[src/rtl/pipe_pkg.sv]
// Shared types and constants for the MIPS pipeline blocks.
// Holds the MEM-stage access sequencer state encoding and the common datapath widths.
package pipe_pkg;

  localparam int DATA_W = 32;
  localparam int REG_W  = 5;

  typedef enum logic [1:0] {
    ST_IDLE   = 2'd0,
    ST_ACCESS = 2'd1,
    ST_DONE   = 2'd2,
    ST_ERR    = 2'd3
  } mem_state_e;

  // The pipeline is frozen while a request is pending, while one is being launched, or after a hang.
  function automatic logic mem_stalls(input mem_state_e state, input logic access);
    return ((state == ST_IDLE) && access) || (state == ST_ACCESS) || (state == ST_ERR);
  endfunction

endpackage

[src/rtl/sat_counter.sv]
// Up-counter with enable that sticks at all-ones instead of wrapping.
// The active-low clear is asynchronous.
module sat_counter #(
  parameter int WIDTH = 8
) (
  input  logic             clk,
  input  logic             rst_n,
  input  logic             en_i,
  output logic [WIDTH-1:0] cnt_o
);

  logic [WIDTH-1:0] cnt_q;

  // NOTE: clocked state uses non-blocking assignments so every register samples pre-edge values.
  always_ff @(posedge clk or negedge rst_n) begin
    if (!rst_n) begin
      cnt_q <= '0;
    end else if (en_i && (cnt_q != '1)) begin
      cnt_q <= cnt_q + WIDTH'(1);
    end
  end

  assign cnt_o = cnt_q;

endmodule

[src/rtl/mem_access_ctrl.sv]
// MEM-stage sequencer for a variable-latency req/ack data memory: freezes the front of
// the pipeline during an access, hands captured load data to MEM/WB for one advancing cycle.
module mem_access_ctrl
  import pipe_pkg::*;
#(
  parameter int unsigned TIMEOUT = 255,
  parameter int unsigned CNT_W   = 32
) (
  input  logic              clk,
  input  logic              rst,
  input  logic              MemReadMEM,
  input  logic              MemWriteMEM,
  input  logic [DATA_W-1:0] AddressMEM,
  input  logic [DATA_W-1:0] WriteDataMEM,
  output logic              mem_req,
  output logic              mem_we,
  output logic [DATA_W-1:0] mem_addr,
  output logic [DATA_W-1:0] mem_wdata,
  input  logic              mem_ack,
  input  logic [DATA_W-1:0] mem_rdata,
  output logic [DATA_W-1:0] ReadDataMEM,
  output logic              StallMEM,
  output logic              BubbleWB,
  output logic              err,
  output logic [CNT_W-1:0]  stall_cnt
);

  localparam logic [15:0] TO_LAST = 16'(TIMEOUT - 1);

  mem_state_e        state_q, state_d;
  logic              req_q, req_d;
  logic              we_q, we_d;
  logic [DATA_W-1:0] addr_q, addr_d;
  logic [DATA_W-1:0] wdata_q, wdata_d;
  logic [DATA_W-1:0] rdata_q, rdata_d;
  logic              err_q, err_d;
  logic [15:0]       to_cnt_q, to_cnt_d;
  logic              access;

  assign access = MemReadMEM | MemWriteMEM;

  // NOTE: every register here is a plain flop, so all of them take a reset value.
  always_ff @(posedge clk or negedge rst) begin
    if (!rst) begin
      state_q  <= ST_IDLE;
      req_q    <= 1'b0;
      we_q     <= 1'b0;
      addr_q   <= '0;
      wdata_q  <= '0;
      rdata_q  <= '0;
      err_q    <= 1'b0;
      to_cnt_q <= '0;
    end else begin
      state_q  <= state_d;
      req_q    <= req_d;
      we_q     <= we_d;
      addr_q   <= addr_d;
      wdata_q  <= wdata_d;
      rdata_q  <= rdata_d;
      err_q    <= err_d;
      to_cnt_q <= to_cnt_d;
    end
  end

  // NOTE: each signal gets a hold default first so no path through the case infers a latch.
  always_comb begin
    state_d  = state_q;
    req_d    = req_q;
    we_d     = we_q;
    addr_d   = addr_q;
    wdata_d  = wdata_q;
    rdata_d  = rdata_q;
    err_d    = err_q;
    to_cnt_d = to_cnt_q;

    unique case (state_q)
      ST_IDLE: begin
        if (access) begin
          addr_d   = AddressMEM;
          wdata_d  = WriteDataMEM;
          we_d     = MemWriteMEM;
          req_d    = 1'b1;
          to_cnt_d = '0;
          state_d  = ST_ACCESS;
        end
      end
      ST_ACCESS: begin
        // An ack arriving on the last allowed cycle still completes the access.
        if (mem_ack) begin
          req_d   = 1'b0;
          state_d = ST_DONE;
          if (!we_q) begin
            rdata_d = mem_rdata;
          end
        end else if (to_cnt_q == TO_LAST) begin
          req_d   = 1'b0;
          err_d   = 1'b1;
          state_d = ST_ERR;
        end else begin
          to_cnt_d = to_cnt_q + 16'd1;
        end
      end
      ST_DONE: begin
        state_d = ST_IDLE;
      end
      ST_ERR: begin
        state_d = ST_ERR;
      end
      default: begin
        state_d = ST_IDLE;
      end
    endcase
  end

  assign StallMEM    = mem_stalls(state_q, access);
  assign BubbleWB    = StallMEM;
  assign mem_req     = req_q;
  assign mem_we      = we_q;
  assign mem_addr    = addr_q;
  assign mem_wdata   = wdata_q;
  assign ReadDataMEM = rdata_q;
  assign err         = err_q;

  sat_counter #(
    .WIDTH(CNT_W)
  ) u_stall_cnt (
    .clk   (clk),
    .rst_n (rst),
    .en_i  (StallMEM),
    .cnt_o (stall_cnt)
  );

endmodule
[config.mk]
export PLATFORM = sky130hd
export DESIGN_NAME = mem_access_ctrl
export DESIGN_NICKNAME = d
export VERILOG_FILES = /design/src/rtl/pipe_pkg.sv /design/src/rtl/sat_counter.sv /design/src/rtl/mem_access_ctrl.sv
export SDC_FILE = /design/constraint.sdc
export NUM_CORES = 1
export LEC_CHECK = 0
export ABC_AREA = 1
export BUFFER_PORTS_ARGS = -buffer_cell sky130_fd_sc_hd__buf_2
export CORE_MARGIN = 4
export CORE_UTILIZATION = 30
export CTS_CLUSTER_DIAMETER = 60
export CTS_CLUSTER_SIZE = 28
export DETAILED_ROUTE_END_ITERATION = 12
export HOLD_SLACK_MARGIN = 0.08
export PLACE_DENSITY = 0.63
export SLEW_MARGIN = 25
export SYNTH_ARGS = -nofsm -noshare
export SYNTH_HDL_FRONTEND = slang
export SYNTH_HIERARCHICAL = 1
export SYNTH_SLANG_ARGS = --single-unit
[constraint.sdc]
create_clock -name clk -period 6.4 [get_ports clk]
set_input_delay 1.28 -clock clk [delete_from_list [all_inputs] [get_ports clk]]
set_output_delay 1.28 -clock clk [all_outputs]
set_load 0.01 [all_outputs]
==> reports/results.tsv <==
metric	value	unit
leakage	0.00497	µW
Die Span Y	163	µm
Yosys cell types	32	
crit-path cells	buf_2 > or2_1 > nand2_2 > nand2_1 > buf_2	
clk sinks	149	
total gr overflow	0	
Post-route DRC	0	
final hold vios	0	
Final Critical Period	3.57	ns
synth warn	6	
FF+latch count, synth	149	
status	complete, no violations	
Crit path arrival time	2.29	ns
Die W	163	µm
Worst R2R Setup Slack	3.92	ns
CTS Buffer Depth	2	
Total Power	3760	µW
first-pass GRT wire length	33100	µm
Final Skew	0.0145	ns
synth top area cells	dfrtp_1, nand2_1, nor2_1	
CTS tree	built	
sequential area share after synthesis	0.517	
CP max stage delay	0.30	ns
Pwr Density	408	nW/µm²
area leader, netlist	dfrtp_1	
Register Area	3730	µm²
final number of max-transition violations	0	
area of the multi-input gates	2970	µm²
vias in the first global route	6422	
DR iter-0 viols	376	
Starting Density	0.306	
RD Place Congestion	0.834	
Hold Path End	mem_wdata[27]	
max-cap viol count	0	
Post-synth top flop	dfrtp_1	
total core area	23500	µm²
Commonest cells post-synth	nand2_1, dfrtp_1, nor2_1, inv_1, nand3_1	
Resize count post-CTS	0	
hold-fix buffers at CTS	0	
Detailed Place HPWL	14500	µm
RR Endpoint	u_stall_cnt/cnt_o[26]	
setup ws final	2.83	ns
pin count of the biggest net entering global routing	99	
HP Class	register to register	
fraction of layout cells with a size suffix above 1	0.255	
Mapped Area	7210	µm²
WL/cell	13.7	µm
vias post-DR	6617	
worst-path maximum fanout	8	
r2r startpoint	state_q[0]	
Post-synth EDFFs	0	
cell mode on critical path	buf_2	
initial antenna violation count	0	
# setup viols final	0	
Post-Place Cell Area	8600	µm²
DP Worst Slack	2.79	ns
row cnt	56	
RSZ-0062 raised after global routing	no	
R2R depth	10	
setup TNS	0	ns
Max stage delay cell, worst path	nand2_1	
Worst-path clk slew	0.07	ns
top-count cell post-synth	nand2_1	
Skew-Pair Late Insertion Delay	0.43	ns
total I/O pin count	234	
CP required	5.12	ns
# fillers	2496	
Layout area overhead	28.1	%
Least-Margin Pin Slew	0.877	ns
Post-Syn Instances	936	
htree depth	4	
peak supply drop	0.213	mV
Startpoint Class	input port	
Root Buffer	clkbuf_16	
post-route clock period utilization	0.557	
vias per cell	4.43	
Finished Cell Area	9230	µm²
Num CTS Buffers	17	
ys async rst share	1.00	
Final nets	1264	
Worst Hold Depth	2	
final WL	20500	µm
Slew HR	0.415	
antenna viol nets, final	0	
Peak Freq	280	MHz
Synth Area per Inst	7.70	µm²
critical path class	input port to output port	
buffers added on ports	233	
post-CTS setup buffer count	0	
1st-pass router iterations	5	
syn nets	1040	
all-layer global routing usage	0.156	
hold_sp	mem_wdata[27]	
Critical Path End Type	output port	
Synth top area share	0.517	
die area	26600	µm²
Setup crit start	MemWriteMEM	
[report_power, final]
group / total [µW] / leakage (µW) / internal [µW] / switching, µW
logic: 1250 / 0.00274 / 450 / 796
clock network: 1060 / 0.000308 / 572 / 485
registers: 1460 / 0.00192 / 1260 / 198
[worst max path at each step]
stage / to / slack [ns] / depth (start not counted)
after floorplan: StallMEM / 2.68 / 5
final: StallMEM / 2.83 / 5
after detailed placement: StallMEM / 2.79 / 5
after global placement: mem_req / 2.74 / 7
after global routing: BubbleWB / 2.75 / 5
after CTS: StallMEM / 2.79 / 5
[through the flow]
stage	util	hold WS, ns	cells
6_report	0.392	0.472	1493
3_5_place_dp	0.365	0.460	1460
2_1_floorplan	-	0.498	936
5_1_grt	0.392	0.493	1492
3_3_place_gp	0.365	0.460	1460
4_1_cts	0.392	0.479	1492
[cell families after synthesis]
logic type	after synthesis	synth area share
xor gates and xnor gates	13	0.0158
AOI/OAI and AO/OA	48	0.0366
and+or+nand+nor	611	0.355
adders and majority gates	3	0.00521
DFF	149	0.517
buffers and inverters	112	0.0706
[registers in the layout, indices dropped and copies added (netlist names)]
| register | flops |
|---|---|
| state_q | 2 |
| to_cnt_q | 16 |
| mem_wdata | 32 |
| u_stall_cnt/cnt_o | 32 |
| mem_we | 1 |
| ReadDataMEM | 32 |
| mem_req | 1 |
| mem_addr | 32 |
| err | 1 |
[area by class of cell]
type	instances	area share
antenna	1	0.000271
clock buffer	17	0.0461
clock inverter	15	0.0222
inverter	82	0.0336
multi-input combinational	675	0.322
sequential	149	0.404
tap	319	0.0432
timing repair buffer	235	0.129
[worst max-delay path, delay by kind of cell]
kind / cells / cell delay, ns
buf+inv: 2 / 0.37
simple gates: 3 / 0.62
[cell usage in the layout (no fill, tap or decap)]
cell / netlist / layout
o21ai_1: 18 / 18
clkinv_8: 0 / 5
clkbuf_8: 0 / 1
nor3b_1: 1 / 1
nor2_4: 4 / 4
inv_1: 78 / 78
or2_4: 1 / 1
nand2_2: 9 / 9
a21oi_2: 2 / 2
o21ai_2: 3 / 3
nor2_2: 2 / 2
inv_8: 0 / 6
inv_2: 4 / 3
dfrtp_1: 149 / 149
ha_1: 3 / 3
buf_4: 7 / 2
bufinv_16: 0 / 1
diode_2: 0 / 1
nand3_1: 47 / 47
nor2_1: 84 / 84
nor3_1: 2 / 2
inv_6: 0 / 3
xor2_1: 4 / 4
nand3b_1: 8 / 8
xnor2_1: 9 / 9
nor2_8: 1 / 1
o21bai_1: 2 / 2
o21ai_0: 23 / 23
nand4_1: 15 / 15
nand3_4: 1 / 1
nand3_2: 1 / 1
clkbuf_16: 0 / 17
inv_4: 0 / 1
buf_2: 5 / 232
nand2_4: 4 / 4
or2_1: 1 / 1
nand2_1: 430 / 430
[per-layer routing]
metal / vias to the layer above / track usage / share of wire
met5: - / 0 / 0
met4: 0 / 0.0614 / 0.021
met3: 30 / 0.0452 / 0.071
met2: 226 / 0.250 / 0.48
met1: 3024 / 0.199 / 0.43
li1: 3337 / - / -
(Power assumes the default switching activity.)
